===== config.mk =====
export PLATFORM = sky130hd
export DESIGN_NAME = uart_tx_fifo
export DESIGN_NICKNAME = d
export VERILOG_FILES = /design/src/rtl/uart_tx_fifo.sv
export SDC_FILE = /design/constraint.sdc
export NUM_CORES = 1
export LEC_CHECK = 0
export CAP_MARGIN = 25
export CORE_MARGIN = 2
export CORE_UTILIZATION = 50
export DETAILED_ROUTE_END_ITERATION = 7
export GPL_TIMING_DRIVEN = 0
export PLACE_DENSITY = 0.68
export SYNTH_ARGS = -nofsm -noshare
export SYNTH_HDL_FRONTEND = slang
export SYNTH_SLANG_ARGS = --single-unit

===== constraint.sdc =====
create_clock -name clk -period 3.43 [get_ports clk]
set_input_delay 0.8575 -clock clk [delete_from_list [all_inputs] [get_ports clk]]
set_output_delay 0.8575 -clock clk [all_outputs]
set_load 0.02 [all_outputs]

===== src/rtl/uart_tx_fifo.sv =====
// UART transmitter with an input FIFO and a valid/ready handshake.
// Define UART_TX_PARITY_EN to insert a parity bit (even, or odd with PARITY_ODD=1) after the data bits.
module uart_tx_fifo #(
   parameter int BAUD_DIV   = 10416,
   parameter int DATA_BITS  = 8,
   parameter int STOP_BITS  = 1,
   parameter int FIFO_DEPTH = 4,
   parameter bit PARITY_ODD = 1'b0
) (
   input  logic                          clk,
   input  logic                          rst,
   input  logic                          in_valid,
   output logic                          in_ready,
   input  logic [DATA_BITS-1:0]          in_data,
   output logic                          dout,
   output logic                          busy,
   output logic [$clog2(FIFO_DEPTH):0]   fifo_count
);

   localparam int PW = $clog2(FIFO_DEPTH);

   localparam logic [15:0] BAUD_LAST = 16'(BAUD_DIV - 1);
   localparam logic [3:0]  DATA_LAST = 4'(DATA_BITS - 1);
   localparam logic [3:0]  STOP_LAST = 4'(STOP_BITS - 1);
   localparam logic [PW:0] DEPTH     = (PW + 1)'(FIFO_DEPTH);
   localparam logic [PW:0] CNT_ONE   = (PW + 1)'(1);
   localparam logic [PW-1:0] PTR_ONE = PW'(1);

   typedef enum logic [2:0] {
      IDLE,
      START,
      DATA,
      PARITY,
      STOP
   } state_t;

   logic [DATA_BITS-1:0] mem_q [FIFO_DEPTH];

   logic [PW-1:0]        wr_ptr_q, wr_ptr_d;
   logic [PW-1:0]        rd_ptr_q, rd_ptr_d;
   logic [PW:0]          count_q, count_d;
   state_t               state_q, state_d;
   logic [15:0]          baud_q, baud_d;
   logic [3:0]           bit_q, bit_d;
   logic [DATA_BITS-1:0] shreg_q, shreg_d;
   logic                 parity_q, parity_d;
   logic                 dout_q, dout_d;

   logic                 push;
   logic                 pop;
   logic                 tick;
   logic [DATA_BITS-1:0] head;

   assign in_ready   = (count_q < DEPTH);
   assign push       = in_valid && in_ready;
   assign head       = mem_q[rd_ptr_q];
   assign tick       = (baud_q == BAUD_LAST);
   assign dout       = dout_q;
   assign busy       = (state_q != IDLE) || (count_q != '0);
   assign fifo_count = count_q;

   // FIFO storage needs no reset; emptiness is tracked by the pointers and count.
   always_ff @(posedge clk) begin
      if (push && !rst) begin
         mem_q[wr_ptr_q] <= in_data;
      end
   end

   always_comb begin
      wr_ptr_d = wr_ptr_q;
      rd_ptr_d = rd_ptr_q;
      count_d  = count_q;
      if (push) begin
         wr_ptr_d = wr_ptr_q + PTR_ONE;
      end
      if (pop) begin
         rd_ptr_d = rd_ptr_q + PTR_ONE;
      end
      case ({push, pop})
         2'b10:   count_d = count_q + CNT_ONE;
         2'b01:   count_d = count_q - CNT_ONE;
         default: count_d = count_q;
      endcase
   end

   always_comb begin
      state_d  = state_q;
      baud_d   = baud_q;
      bit_d    = bit_q;
      shreg_d  = shreg_q;
      parity_d = parity_q;
      pop      = 1'b0;
      dout_d   = 1'b1;

      case (state_q)
         IDLE: begin
            baud_d = '0;
            bit_d  = '0;
            if (count_q != '0) begin
               pop     = 1'b1;
               state_d = START;
            end
         end
         START: begin
            if (tick) begin
               baud_d  = '0;
               bit_d   = '0;
               state_d = DATA;
            end else begin
               baud_d = baud_q + 16'd1;
            end
         end
         DATA: begin
            if (tick) begin
               baud_d = '0;
               if (bit_q == DATA_LAST) begin
                  bit_d = '0;
`ifdef UART_TX_PARITY_EN
                  state_d = PARITY;
`else
                  state_d = STOP;
`endif
               end else begin
                  bit_d   = bit_q + 4'd1;
                  shreg_d = shreg_q >> 1;
               end
            end else begin
               baud_d = baud_q + 16'd1;
            end
         end
         PARITY: begin
            if (tick) begin
               baud_d  = '0;
               bit_d   = '0;
               state_d = STOP;
            end else begin
               baud_d = baud_q + 16'd1;
            end
         end
         STOP: begin
            if (tick) begin
               baud_d = '0;
               if (bit_q == STOP_LAST) begin
                  bit_d = '0;
                  // Chain straight into the next start bit so queued words leave with no idle gap.
                  if (count_q != '0) begin
                     pop     = 1'b1;
                     state_d = START;
                  end else begin
                     state_d = IDLE;
                  end
               end else begin
                  bit_d = bit_q + 4'd1;
               end
            end else begin
               baud_d = baud_q + 16'd1;
            end
         end
         default: begin
            state_d = IDLE;
            baud_d  = '0;
            bit_d   = '0;
         end
      endcase

      if (pop) begin
         shreg_d  = head;
         parity_d = (^head) ^ PARITY_ODD;
      end

      // The line level is derived from the next state so dout stays a clean register.
      case (state_d)
         IDLE:    dout_d = 1'b1;
         START:   dout_d = 1'b0;
         DATA:    dout_d = shreg_d[0];
         PARITY:  dout_d = parity_q;
         STOP:    dout_d = 1'b1;
         default: dout_d = 1'b1;
      endcase
   end

   always_ff @(posedge clk) begin
      if (rst) begin
         wr_ptr_q <= '0;
         rd_ptr_q <= '0;
         count_q  <= '0;
         state_q  <= IDLE;
         baud_q   <= '0;
         bit_q    <= '0;
         shreg_q  <= '0;
         parity_q <= 1'b0;
         dout_q   <= 1'b1;
      end else begin
         wr_ptr_q <= wr_ptr_d;
         rd_ptr_q <= rd_ptr_d;
         count_q  <= count_d;
         state_q  <= state_d;
         baud_q   <= baud_d;
         bit_q    <= bit_d;
         shreg_q  <= shreg_d;
         parity_q <= parity_d;
         dout_q   <= dout_d;
      end
   end

endmodule


* Word-level counts from Yosys, hierarchy flattened
Memories as Yosys holds them, arrays and structs flattened. A register that Yosys moved wholly into a read port is not among the register bits.
Index checks and enable logic that the tools add are counted.
** Word-level totals
- Flip-flop bits (word level) :: 40
- Latch bits :: 0
- Word-level logic and storage cells :: 80
- Bits of input ports :: 11
- Bits in read-only memories :: 0
- Memories kept :: 1
- Bits in writable memories :: 32
** Memory list
- mem_q :: depth 4, width 8, rd ports 1, clocked after Yosys merged registers in 1, wr ports 1, RTL line 37 : logic [DATA_BITS-1:0] mem_q [FIFO_DEPTH];
** Cells by class
- Muxes and demuxes :: 29
- Reduce and logical (&&, ||, !) cells :: 17
- Shift operators :: 0
- Multipliers :: 0
- $lt $le $gt $ge :: 1
- Bitwise operators :: 1
- Divide/modulo/power cells :: 0
- Equality and inequality tests :: 15
- Add/subtract/negate cells :: 6
** Operator list (count)
- 8-bit 2-to-1 mux :: 4
- 3-bit 2-to-1 mux :: 7
- 4-bit 2-to-1 mux :: 5
- 16-bit by 1-bit adder with 16-bit output, second input constant :: 1
- 16-bit by 14-bit == test with 1-bit output, second input constant :: 1
- 3-bit one-hot mux with 5 select lines :: 1
- 3-bit by 2-bit == test with 1-bit output, second input constant :: 4
- 4-bit one-hot mux with 3 select lines :: 1
- 8-bit XOR reduction :: 1
- 3-bit by 1-bit == test with 1-bit output, second input constant :: 2
- 1-bit 2-to-1 mux :: 6
- 2-bit != test, second input constant :: 3
- 3-bit one-hot mux with 2 select lines :: 1
- 3-bit AND reduction :: 2
- 2-bit nonzero test :: 3
- 3-bit nonzero test :: 2
- 2-bit by 1-bit adder with 2-bit output, second input constant :: 2
- 4-bit by 1-bit adder with 4-bit output, second input constant :: 1
- 4-bit by 3-bit == test with 1-bit output, second input constant :: 1
- 4-bit logical NOT :: 1
- 2-bit 2-to-1 mux :: 2
- 4-bit OR reduction :: 1
- 3-bit by 1-bit adder with 3-bit output, second input constant :: 1
- 3-bit == test, second input constant :: 1
- other kinds (14) :: 15

* Longest topological paths before layout
Gate-level depths: netlist (run 1).
- Depth in word-level cells :: 7
- Gate-level depth with buffers :: 12
- Mapped depth without buffers :: 12

* Worst setup path after synthesis (run 1)
No wires, ideal clock.
- Kind :: register -> register
- Start point :: register bit_q[0]
- End point :: register count_q[2], in the netlist fifo_count[2]
- Cell stages (with the launch flop) :: 13
- Setup time :: 0.070 ns
- Data arrival time :: 2.612 ns
- Setup slack :: 0.747 ns
- Path buffers :: 0
- Path through :: dfxtp_1 > inv_1 > ha_1 > or3b_2 > o21ai_2 > nand2_2 > inv_2 > ha_1 > inv_1 > fa_1 > xor2_1 > or3_1 > a21oi_1
** Between the ends
- Longest elaborated chain between the ends :: 6
- Elaborated cells on any way between the ends :: 8
- Classes of those cells :: eq/ne (2); mux (4); reduce/logical (2)
** Ends and longest elaborated chain
- start, declared :: RTL line 44 : logic [3:0] bit_q, bit_d;
- start signal, assigned :: RTL line 199 : bit_q <= bit_d;
- 4-bit logical NOT * :: RTL line 143 : if (bit_q == STOP_LAST) begin
- 1-bit 2-to-1 mux * :: RTL line 143
- 1-bit 2-to-1 mux * :: RTL line 141 : if (tick) begin
- 1-bit one-hot mux with 2 select lines * :: RTL line 95 : case (state_q)
- net pop :: RTL line 50 : logic pop;
- 2-bit by 1-bit == test with 1-bit output or 2-bit == test (tied branches) :: RTL line 79 : case ({push, pop})
- 3-bit one-hot mux with 2 select lines or 2-bit nonzero test (tied branches)
- end signal, assigned :: RTL line 196 : count_q <= count_d;
- end, declared :: RTL line 41 : logic [PW:0] count_q, count_d;
Mark *: on every way through the listed nets, which the timed path passes. The rest lies on a longest branch.
A chain may end at the register's enable or synchronous reset.

* Worst setup path after layout (run 1)
- Start point :: register baud_q[0]
- End point :: register count_q[2], in the netlist fifo_count[2]
** Between the ends
- Longest elaborated chain between the ends :: 5
- Elaborated cells on any way between the ends :: 7
- Classes of those cells :: eq/ne (3); mux (3); reduce/logical (1)
** Ends and longest elaborated chain
- start, declared :: RTL line 43 : logic [15:0] baud_q, baud_d;
- start signal, assigned :: RTL line 198 : baud_q <= baud_d;
- 16-bit by 14-bit == test with 1-bit output * :: RTL line 57 : assign tick = (baud_q == BAUD_LAST);
- 1-bit 2-to-1 mux * :: RTL line 141
- 1-bit one-hot mux with 2 select lines * :: RTL line 95
- net pop :: RTL line 50
- 2-bit by 1-bit == test with 1-bit output or 2-bit == test (tied branches) :: RTL line 79
- 3-bit one-hot mux with 2 select lines or 2-bit nonzero test (tied branches)
Marks and branches as above.

==> impl_metrics.json, run 1 <==
{
  "syn2layout_area_growth_pct": 13.99,
  "die_w_microns": 84.35,
  "postSynthNetCount": 298,
  "core_sq_um": 6314,
  "num_rows": 29,
  "synth-seq-area-share_pct": 55.81,
  "worstPathArrival_ps": 3220,
  "grt_pass1_vias": 1914,
  "cts_buffers": 9,
  "holdWs_ps": 460.2,
  "async_flop_share_pct": 0,
  "synth_flop_cell": "dfxtp_1",
  "ys_warn_count": 0,
  "die_h_microns": 84.35,
  "antenna_found_initial": 0,
  "vias": 2055,
  "worst-r2r-cell-count": 12,
  "avgSynthCellArea_sq_um": 11.61,
  "fill_cells": 556,
  "drt_iter0_drc": 82,
  "cts_resized": 0,
  "setup_viol": 0,
  "startpoint_type": "register",
  "leakagePower_nw": 1.271,
  "min_from": "shreg_q[6]",
  "grt_max_degree": 14,
  "holdBufCountCts": 0,
  "cap_violations": 0,
  "place.gp.congestion": 0.7731,
  "hpwl_microns": 3744,
  "finalHoldViolCount": 0,
  "max_freq_mhz": 341.0,
  "fin_nets": 325,
  "grt_setup_unrepaired": "false",
  "post-route-period-util_pct": 85.50,
  "cts_setup_buffers": 0,
  "reg2reg_slack_ps": 500,
  "detailedPlace.worstSlack_ps": 483.3,
  "p_int_mw": 1.727,
  "antenna_left": 0,
  "track_usage_pct": 16.58,
  "worstHoldPathType": "reg -> reg",
  "cts.sinks": 74,
  "peakVddDrop_v": 0.0003948,
  "drc": 0,
  "drive_above_1_share_pct": 10.97,
  "grt_pass1_wl_microns": 9197,
  "wirelength_microns": 5418,
  "first_pass_iters": 5,
  "fin_ws_ps": 497.3,
  "status": "completed",
  "reg2reg_from": "baud_q[0]",
  "clockBufferDepth": 2,
  "synth_cell_types": 47,
  "clkPwrFrac_pct": 25.9,
  "synth_edf_count": 32,
  "switching_share_pct": 32.47,
  "rr_endpoint": "fifo_count[2]",
  "path_clk_slew_ps": 80,
  "tns_ps": 0,
  "vias_per_cell": 5.310,
  "numPortBuffers": 16,
  "dieArea_sq_um": 7115,
  "gr-total-overflow": 0,
  "worstMarginPinSlew_ps": 615.0,
  "htree_levels": 3,
  "root_buffer": "clkbuf_8",
  "critPathKind": "reg -> reg",
  "crit_fanout": 10,
  "combPwrFrac_pct": 31.3,
  "critical_path_required_ps": 3720,
  "slew_viol_final": 0,
  "fin_worst_skew_ps": 10.33,
  "fin_crit_ps": 2933,
  "netSwitchingPower_mw": 0.8302,
  "hold_depth": 2,
  "netlist_area_sq_um": 3228,
  "wire_per_inst_microns": 14.00,
  "end_kind": "register",
  "sequentialPowerShare_pct": 42.8,
  "powerDensity_nw_per_um2": 694.9,
  "synth-seq-cells": 74,
  "antennaDiodeCount": 0,
  "io_pins": 17,
  "initial_utilization_pct": 51.13,
  "max_slew_margin_pct": 58.91,
  "clock_latency_ps": 350,
  "tritoncts": "done",
  "hold_path_end": "shreg_q[6]",
  "netlist_instances": 278
}
[metrics by stage]
step,std cells,area [sq um],power [mW],utilization (%)
floorplan,278,3228,1.700,-
global placement,371,3485,1.900,55.19
detailed placement,371,3485,1.918,55.19
CTS,387,3680,2.585,58.28
global route,387,3680,2.719,58.28
finish,387,3680,2.557,58.28
[worst max-delay path by stage]
| stage | slack (ps) | start | end |
|---|---|---|---|
| 2_1_floorplan | 750 | bit_q[0] | fifo_count[2] |
| 3_3_place_gp | 510 | in_valid | fifo_count[2] |
| 3_5_place_dp | 480 | in_valid | fifo_count[2] |
| 4_1_cts | 480 | baud_q[0] | fifo_count[2] |
| 5_1_grt | 250 | baud_q[0] | fifo_count[2] |
| 6_report | 500 | baud_q[0] | fifo_count[2] |
[layout by cell type, fill, tap and decap left out, types with 9 or more instances in the layout]
master,Yosys,final
a21oi_1,14,14
clkbuf_8,0,9
clkdlybuf4s50_1,0,16
dfxtp_1,42,42
edfxtp_1,32,32
inv_1,16,16
nand2_1,14,14
nand3_1,12,12
nor2_1,38,38
xnor2_1,15,15
xor2_1,11,11
[registers in the layout, indices dropped and copies added, names as in the netlist, named ones only]
register    count
baud_q         16
bit_q           4
dout            1
fifo_count      3
mem_q          32
parity_q        1
rd_ptr_q        2
shreg_q         8
state_q         3
wr_ptr_q        2
[critical path, cell delays in order, from the launching register on]
cell,delay [ps]
dfxtp_1,380
ha_1,220
and4_1,260
nand4_4,190
o21ai_2,230
nand2_2,130
inv_2,220
ha_1,210
inv_1,60
fa_1,370
xor2_1,150
or3_1,310
a21oi_1,130
[cell families (layout without fill, tap and decap cells)]
group,Yosys count,in the layout,share of synthesized area [%]
AOI/OAI and AO/OA,39,39,7.907
buffers and inverters,24,56,2.946
and+or+nand+nor,95,95,16.05
DFF,74,74,55.81
adders and majority gates,9,9,3.721
xor gates and xnor gates,26,26,7.054
muxes,11,11,6.512
[routing by layer]
| layer | routed length, microns | up-vias | GRT usage (%) | part of all wire [%] |
|---|---|---|---|---|
| li1 | - | 1042 | - | - |
| met1 | 2628 | 973 | 23.03 | 49 |
| met2 | 2490 | 31 | 24.60 | 46 |
| met3 | 178 | 9 | 2.950 | 3.3 |
| met4 | 121 | 0 | 9.524 | 2.2 |
| met5 | 0 | - | 0 | 0 |
[cell type report]
class / instances / area, sq um / area share, %
flip-flops and latches: 74 / 1802 / 48.96
multi-input cells: 180 / 1331 / 36.18
repair buffers: 16 / 160.2 / 4.352
clock buffers: 10 / 127.6 / 3.468
well taps: 77 / 96.34 / 2.618
clock inverters: 6 / 67.56 / 1.836
inverters: 17 / 63.81 / 1.734
plain buffers: 7 / 31.28 / 0.8501
[Yosys cell counts (2+ instances only)]
master    count  area share [%]
dfxtp_1      42              26
nor2_1       38             4.4
edfxtp_1     32              30
inv_1        16             1.9
xnor2_1      15             4.1
a21oi_1      14             2.2
nand2_1      14             1.6
nand3_1      12             1.9
xor2_1       11             3.0
ha_1          8             3.1
mux4_2        8             5.6
and3_1        7             1.4
a22oi_1       6             1.4
clkbuf_1      5            0.58
o21ai_0       5            0.78
a211oi_1      3            0.70
mux2i_1       3            0.93
nor2b_1       3            0.58
nor3_1        3            0.46
a31o_2        2            0.54
and2_1        2            0.39
nand4_1       2            0.39
nor4b_4       2             1.5
or3_1         2            0.39
[power groups by stage]
stage	registers, mW	logic (mW)	clock network, mW
2_1_floorplan	1.12	0.579	0
3_3_place_gp	1.11	0.790	0
3_5_place_dp	1.12	0.802	0
4_1_cts	1.09	0.809	0.681
5_1_grt	1.11	0.899	0.714
6_report	1.09	0.800	0.663
Note: power is estimated with default switching activity, not from simulation.
==> run 2, diff against run 1 <==
==> constraint.sdc (replaced) <==
create_clock -name clk -period 3.43 [get_ports clk]
set_input_delay 0.343 -clock clk [delete_from_list [all_inputs] [get_ports clk]]
set_output_delay 0.343 -clock clk [all_outputs]
set_load 0.02 [all_outputs]
==> results of run 2 <==
The final DEF is identical to that of run 1; final timing and power are the same.
Main changes from that run: setup slack after placement 483.3 ps -> 486.7 ps
==> run 3, diff against run 2 <==
--- a/config.mk
+++ b/config.mk
@@ -5,9 +5,11 @@
 export SDC_FILE = /design/constraint.sdc
 export NUM_CORES = 1
 export LEC_CHECK = 0
+export ABC_CLOCK_PERIOD_IN_PS = 3430
 export CAP_MARGIN = 25
 export CORE_MARGIN = 2
 export CORE_UTILIZATION = 50
+export CTS_CLUSTER_DIAMETER = 100
 export DETAILED_ROUTE_END_ITERATION = 7
 export GPL_TIMING_DRIVEN = 0
 export PLACE_DENSITY = 0.68
==> results of run 3 <==
The final DEF is identical to that of run 1; final timing and power are the same.
Main changes from that run: setup slack after placement 483.3 ps -> 486.7 ps
